### src/rtl/inv_response_monitor.sv
// Response monitor for an inverter cell: registers stimulus and response, checks
// that the response settles to the complement within SETTLE cycles, and keeps stats.
module inv_response_monitor #(
    parameter int unsigned SETTLE = 2,
    parameter int unsigned CNT_W  = 8,
    parameter int unsigned LAT_W  = 4
) (
    input  logic             clk,
    input  logic             rst,
    input  logic             en,
    input  logic             clr,
    input  logic             a_in,
    input  logic             y_in,
    output logic [CNT_W-1:0] edge_cnt,
    output logic [CNT_W-1:0] err_cnt,
    output logic [LAT_W-1:0] last_lat,
    output logic             busy,
    output logic             err_pulse,
    output logic             fail
);

    typedef enum logic [1:0] {S_IDLE, S_CHECK, S_WAIT} state_t;

    state_t           state_q, state_d;
    logic             a_q, a_d, a_p_q, a_p_d, y_q, y_d;
    logic [CNT_W-1:0] edge_cnt_q, edge_cnt_d, err_cnt_q, err_cnt_d;
    logic [LAT_W-1:0] last_lat_q, last_lat_d, timer_q, timer_d;
    logic             busy_q, busy_d, err_pulse_q, err_pulse_d, fail_q, fail_d;
    logic             edge_seen, match, inc_edge, failure;

    always_comb begin
        a_d         = a_in;
        y_d         = y_in;
        a_p_d       = a_q;
        state_d     = state_q;
        edge_cnt_d  = edge_cnt_q;
        err_cnt_d   = err_cnt_q;
        last_lat_d  = last_lat_q;
        timer_d     = timer_q;
        fail_d      = fail_q;
        err_pulse_d = 1'b0;
        inc_edge    = 1'b0;
        failure     = 1'b0;
        edge_seen   = (a_q != a_p_q);
        // X/Z on the response must count as a mismatch, hence the case equality.
        match       = (y_q === ~a_q);

        if (!en) begin
            state_d = S_IDLE;
        end else begin
            case (state_q)
                S_IDLE: state_d = S_CHECK;
                S_CHECK: begin
                    if (edge_seen) begin
                        inc_edge = 1'b1;
                        if (match) begin
                            last_lat_d = '0;
                        end else begin
                            timer_d = LAT_W'(1);
                            state_d = S_WAIT;
                        end
                    end else if (!match) begin
                        failure = 1'b1;
                    end
                end
                S_WAIT: begin
                    if (edge_seen) begin
                        inc_edge = 1'b1;
                        timer_d  = LAT_W'(1);
                    end else if (match) begin
                        last_lat_d = timer_q;
                        state_d    = S_CHECK;
                    end else if (timer_q == LAT_W'(SETTLE)) begin
                        failure = 1'b1;
                        state_d = S_CHECK;
                    end else begin
                        timer_d = timer_q + 1'b1;
                    end
                end
                default: state_d = S_IDLE;
            endcase
        end

        if (inc_edge && (edge_cnt_q != '1)) edge_cnt_d = edge_cnt_q + 1'b1;
        if (failure) begin
            err_pulse_d = 1'b1;
            fail_d      = 1'b1;
            if (err_cnt_q != '1) err_cnt_d = err_cnt_q + 1'b1;
        end

        if (clr) begin
            edge_cnt_d  = '0;
            err_cnt_d   = '0;
            last_lat_d  = '0;
            fail_d      = 1'b0;
            err_pulse_d = 1'b0;
        end

        busy_d = (state_d == S_WAIT);
    end

    always_ff @(posedge clk) begin
        if (rst) begin
            state_q     <= S_IDLE;
            a_q         <= 1'b0;
            a_p_q       <= 1'b0;
            y_q         <= 1'b0;
            edge_cnt_q  <= '0;
            err_cnt_q   <= '0;
            last_lat_q  <= '0;
            timer_q     <= '0;
            busy_q      <= 1'b0;
            err_pulse_q <= 1'b0;
            fail_q      <= 1'b0;
        end else begin
            state_q     <= state_d;
            a_q         <= a_d;
            a_p_q       <= a_p_d;
            y_q         <= y_d;
            edge_cnt_q  <= edge_cnt_d;
            err_cnt_q   <= err_cnt_d;
            last_lat_q  <= last_lat_d;
            timer_q     <= timer_d;
            busy_q      <= busy_d;
            err_pulse_q <= err_pulse_d;
            fail_q      <= fail_d;
        end
    end

    assign edge_cnt  = edge_cnt_q;
    assign err_cnt   = err_cnt_q;
    assign last_lat  = last_lat_q;
    assign busy      = busy_q;
    assign err_pulse = err_pulse_q;
    assign fail      = fail_q;

endmodule

### config.mk
export PLATFORM = sky130hd
export DESIGN_NAME = inv_response_monitor
export DESIGN_NICKNAME = d
export VERILOG_FILES = /design/src/rtl/inv_response_monitor.sv
export SDC_FILE = /design/constraint.sdc
export NUM_CORES = 1
export LEC_CHECK = 0
export ABC_AREA = 1
export CORE_AREA = 8 8 68 70
export CTS_CLUSTER_DIAMETER = 40
export DETAILED_ROUTE_END_ITERATION = 10
export DIE_AREA = 0 0 76 78
export GPL_TIMING_DRIVEN = 1
export MAX_ROUTING_LAYER = met4
export PLACE_DENSITY = 0.76
export SYNTH_ARGS = -nofsm -noshare
export SYNTH_HDL_FRONTEND = slang
export SYNTH_SLANG_ARGS = --single-unit
### constraint.sdc
create_clock -name clk -period 1.95 [get_ports clk]
set_input_delay 0.195 -clock clk [delete_from_list [all_inputs] [get_ports clk]]
set_output_delay 0.195 -clock clk [all_outputs]
set_load 0.05 [all_outputs]
# Yosys cells after proc, flatten, opt, wreduce, memory -nomap -nowiden
# Cells that the tools add are included.
[word_totals]
wordCells = 67
register_bits = 32
inputBits = 6
[op_classes]
bitwise = 1
addsub = 3
reduce_logical = 8
mux = 29
n_eq_ne = 15
[ops]
columns = ["cell", "n"]
rows = [
  ["4-bit two-way mux", 9],
  ["8-bit by 1-bit adder with 8-bit output, second input constant", 2],
  ["8-bit inequality test, second input constant", 2],
  ["4-bit case mux with 2 select lines", 2],
  ["2-bit two-way mux", 6],
  ["6-bit AND reduction", 2],
  ["1-bit two-way mux", 10],
  ["2-bit inequality test, second input constant", 5],
  ["3-bit inequality test, second input constant", 2],
  ["2-bit case mux with 3 select lines", 1],
  ["4-bit by 1-bit adder with 4-bit output, second input constant", 1],
  ["2-bit == test, second input constant", 2],
  ["4-bit by 2-bit == test with 1-bit output, second input constant", 1],
  ["2-bit OR reduction", 2],
  ["2-bit by 1-bit == test with 1-bit output, second input constant", 1],
  ["2-bit logical NOT", 1],
  ["1-bit case mux with 2 select lines", 1],
  ["2-bit AND reduction", 1],
  ["2-bit nonzero test", 1],
  ["1-bit case equality test", 1],
  ["1-bit logical AND", 1],
  ["1-bit inequality test", 1],
  ["1-bit inverter", 1],
]

# Longest topological paths before layout
[depth]
depth_word = 7
depth_mapped = 11
ltp_nobuf = 10

# Least setup slack after synthesis
# Ideal clock, no wire load.
[synth_timing]
kind = "register to register"
from = "reg edge_cnt_q[1], in the netlist edge_cnt[1]"
to = "reg edge_cnt_q[1], in the netlist edge_cnt[1]"
path_stages_with_launch = 9
required_ns = 1.834
synth_period_minus_slack_ns = 1.764
n_path_buf = 0
slack_ns = 0.186
t_arrival_ns = 1.648
path_cell_list = "dfxtp_1 ha_1 nand3_1 nor2_1 nand3_1 nand2_2 inv_2 nor2_1 nor2_1"
[synth_between]
elab_chain_len = 2
elab_cells_between_ends = 3
classes_between = "add/sub (1); eq/ne (1); reduce/logical (1)"
[synth_lines]
columns = ["item", "line_no", "rtl"]
rows = [
  ["start, declared", "26", "logic [CNT_W-1:0] edge_cnt_q, edge_cnt_d, err_cnt_q, err_cnt_d;"],
  ["start signal, assigned", "120", "edge_cnt_q <= edge_cnt_d;"],
  ["parallel branches: the longest is 2 deep, another holds 8-bit by 1-bit adder with 8-bit output", "-", ""],
]
# Several ways; the timed one is not identified.
# A chain may end at the register's enable or synchronous reset.

# Worst setup path in the final report
[layout_timing]
from = "reg err_cnt_q[7], in the netlist err_cnt[7]"
to = "out err_cnt[7]"
[layout_rtl]
columns = ["item", "line_no", "rtl"]
rows = [
  ["start, declared", "26", ""],
  ["start signal, assigned", "121", "err_cnt_q <= err_cnt_d;"],
  ["end, declared", "15", "output logic [CNT_W-1:0] err_cnt,"],
]
# No word-level cell between the ends.

==> impl_summary.md <==
Run status
The run finished with clean final reports.

Synth
Counting flops and latches in the post-synthesis netlist gives 32. Counting flops with an async set or reset pin after synthesis yields a share of 0%. The synthesized net count is 262. By count the netlist is led by sky130_fd_sc_hd__nand2_1, sky130_fd_sc_hd__dfxtp_1, sky130_fd_sc_hd__nor2_1, sky130_fd_sc_hd__inv_1, sky130_fd_sc_hd__nand3_1. The number of different library cells used by synthesis comes to 29. The main flop type after synthesis is sky130_fd_sc_hd__dfxtp_1. The Yosys warning count is 0.

Counting every instance in the synthesized netlist gives 248. The number of enable-type register cells in the synthesized netlist is 0. Yosys instantiated no cell more often than sky130_fd_sc_hd__nand2_1. The synthesized netlist occupies a cell area of 1780 um^2.

The post-synthesis sequential area ratio is 35.9%. After synthesis, the mean cell area works out to 7.19 um^2. The top cell type by area accounts for 35.9% of the synthesized area. The cell accounting for the most synthesized area is sky130_fd_sc_hd__dfxtp_1. Yosys attributes the largest share of cell area to sky130_fd_sc_hd__dfxtp_1, sky130_fd_sc_hd__nand2_1, sky130_fd_sc_hd__nor2_1, sky130_fd_sc_hd__ha_1, sky130_fd_sc_hd__inv_1.

Drt
The final routed DRC violation total is 0. For this block, the initial DRC count from the detailed router was 78. In the final routed layout, each cell accounts on average for 11.9 um. Summed over all layers, the routed wires come to 3.94 mm. The detailed router used layers up to and including met4. The pre-antenna-repair detailed-routing pass consisted of 5 iterations. For this block, wires on met1 add up to 1.80 mm.

The total met3 wirelength after detailed routing is 241 um. The detailed router placed 1,651 vias in this run. The detail route stage leaves a number of antenna-violating nets equal to 0. The met2 layer wire length in the routed design is 1.81 mm. After detailed routing, the number of vias per cell comes to 4.97.

Worst setup path
The biggest fanout along the worst timing path is 5. The endpoint of the worst-slack reg-to-reg timing path is last_lat[3]$_SDFFE_PP0P_. The category of the most critical setup path is reg -> out.

The required time of the worst setup path is 1.75 ns. Counting both buffers and inverters, the worst setup path holds a total of 1. The critical path's top delay family is buffers and inverters. The critical path goes through clkdlybuf4s50_1. The worst register-to-register path has a depth of 9.

The largest single stage delay on the critical path is 0.85 ns. STA classifies the critical path startpoint as a flip-flop. The launching point of the worst reg2reg path is state_q[0]$_SDFF_PP0_. The reg2reg setup slack is 0.26 ns.

The nature of the critical path endpoint is an output pin. The arrival time of data at the critical path endpoint is 1.66 ns. On the critical path, the stage with the largest delay is an instance of sky130_fd_sc_hd__clkdlybuf4s50_1.

Place
The wire-length estimate of the detail-placed layout is 2.98 mm. Port buffering added 28 buffers. The weighted congestion reported at the end of routability-driven placement is 0.883. At the placement stage, the worst setup path has a slack of 0.277 ns. The placed cell count is 324.

Final layout
The fill cell instance count of the final layout is 317. The area growth from synthesis to layout is 23.9%. The number of antenna diodes in the final layout is 0. The layout net count is 297. The number of standard cells in the layout, taps in and fillers out is 332. The proportion of layout cells with a drive suffix above 1 is 12.3%.

Power
The net switching power figure is 0.319 mW. The worst supply voltage drop on vdd is 433 uV. Per report_power, the sequential group accounts for 52.0% of the total. For this design the static power due to leakage is 0.878 nW.

The combinational cell fraction of total power is 8.4%. The internal portion of the total power is 0.967 mW. The switching fraction of total power is 24.8%. The cell area power density is 582 nW/um^2. Per report_power, the clock group accounts for 39.6% of the total. The total power draw is 1.29 mW.

STA
For the final routed database, the setup TNS stands at 0 ns. The timing-limited maximum frequency is 539 MHz. The headroom to the max-slew limit is 65.8%. The number of setup violations in the final report is 0. On the final layout, the worst clock skew is 0.0103 ns. The transition at the pin with the smallest max-transition slack is 0.512 ns. Setup repair after global routing left no endpoint under its margin. The worst path setup slack after routing is 0.0945 ns. The number of endpoints with negative hold slack in the final report was 0. The count of final max-slew check failures was 0.

The period utilization is 95.2%. The worst path in the final design needs a cycle of 1.86 ns, including I/O delays and setup.

Floorplanning
The die is 76 um wide. The floorplan core area is 3550 um^2. The die area is 5930 um^2. The initial utilization of the core area, before any placement, comes to 50.2%. 29 I/O pins were placed.

The die boundary height is 78 um. The floorplan has 22 rows.

Global route
Summed over all layers, the global routing overflow is 0. The overall track demand over capacity in global routing is 14.6%. The global-route wire length before repair is 7.02 mm.

The via count of the first global-routing pass is 1,630. Entering global routing, the biggest net connects 17 pins. The number of antenna violations at the first check in global routing is 0.

Clock network
The clock passes through at most 2 buffers. The master cell of the clock root buffer is sky130_fd_sc_hd__clkbuf_4. For this design, the sink count on the clock tree is 32. Gates resized during post-CTS repair numbered 0.

The clock latency at the later pin of the worst-skew pair is 0.35 ns. The H-tree depth is 2. TritonCTS built the clock tree. The clock transition at the registers of the reported paths is 0.11 ns.

The number of buffers inserted to repair setup after CTS is 0. In this run, post-CTS hold repair placed 0 buffers. Clock tree synthesis inserted a total of 5 buffers.

Flow run
Max-cap violations in this run came to 0.

Min path
The worst hold path depth is 3. For hold timing, the worst endpoint is a_p_d$_SDFF_PP0_. The worst hold path begins at a_in. The path class of the tightest hold or removal check is in -> reg.
## metrics by stage
stage / utilization (%) / hold slack (ns) / instance area, um^2
5_1_grt: 62.3 / 0.375 / 2210
6_report: 62.3 / 0.362 / 2210
4_1_cts: 62.3 / 0.354 / 2210
3_5_place_dp: 60.0 / 0.445 / 2130
3_3_place_gp: 60.0 / 0.446 / 2130
2_1_floorplan: - / 0.302 / 1780
## sequential cells by signal, summed over array words and instances (netlist names)
signal	cells
a_p_q	1
state_q	2
err_pulse	1
a_p_d	1
err_cnt	8
edge_cnt	8
timer_q	4
last_lat	4
y_q	1
busy	1
fail	1
## layer usage
layer / vias to the layer above / GRT usage (%)
met4: 0 / 7.25
met1: 740 / 15.5
met3: 7 / 4.72
li1: 862 / -
met2: 42 / 23.9
met5: - / -
## cells in the final DEF, fill, tap and decap left out, drive strengths merged
| master | Yosys | final |
|---|---|---|
| clkinvlp | 0 | 1 |
| o21bai | 1 | 1 |
| and2 | 1 | 1 |
| inv | 31 | 31 |
| o211ai | 1 | 1 |
| clkbuf | 1 | 5 |
| bufinv | 0 | 1 |
| nand2 | 73 | 73 |
| xor2 | 4 | 4 |
| clkdlybuf4s50 | 0 | 28 |
| nand3b | 2 | 2 |
| ha | 8 | 8 |
| a21oi | 16 | 16 |
| dfxtp | 32 | 32 |
| clkinv | 0 | 1 |
| nor2 | 32 | 32 |
| nor3 | 5 | 5 |
| xnor2 | 5 | 5 |
| o21ai | 7 | 7 |
| nand4 | 9 | 9 |
| nand3 | 18 | 18 |
| buf | 2 | 3 |
## power groups by stage
| stage | combinational [mW] | sequential (mW) | clock (mW) |
|---|---|---|---|
| floorplan | 0.0710 | 0.688 | 0 |
| finish | 0.108 | 0.669 | 0.509 |
| global route | 0.120 | 0.671 | 0.551 |
| global placement | 0.107 | 0.684 | 0 |
| CTS | 0.108 | 0.669 | 0.529 |
| detailed placement | 0.108 | 0.684 | 0 |
## area by class of cell
type | count | area (um^2) | area share [%]
repair buffers | 31 | 303 | 13.7
inverters | 31 | 116 | 5.26
well taps | 48 | 60.1 | 2.72
flip-flops and latches | 32 | 641 | 29.0
multi-input cells | 182 | 1010 | 45.7
clock inverters | 3 | 42.5 | 1.92
clock buffers | 5 | 37.5 | 1.70
## kinds of logic after synthesis
group	share of synthesized area [%]
XOR/XNOR	4.42
buffers and inverters	7.43
AO/OA/AOI/OAI	7.50
flip-flops	35.9
adder cells (fa/ha/maj)	5.61
AND/OR/NAND/NOR	39.1
## worst max path at each step
stage	from	endpoint	cells past startpoint
6_report	err_cnt[7]$_SDFFE_PP0P_	err_cnt[7]	1
5_1_grt	err_cnt[6]$_SDFFE_PP0P_	err_cnt[6]	1
4_1_cts	err_cnt[6]$_SDFFE_PP0P_	err_cnt[6]	1
3_5_place_dp	state_q[0]$_SDFF_PP0_	last_lat[2]$_SDFFE_PP0P_	9
3_3_place_gp	state_q[0]$_SDFF_PP0_	last_lat[3]$_SDFFE_PP0P_	9
2_1_floorplan	edge_cnt[1]$_SDFFE_PP0P_	edge_cnt[1]$_SDFFE_PP0P_	8
Power figures use the tool's default switching activity.
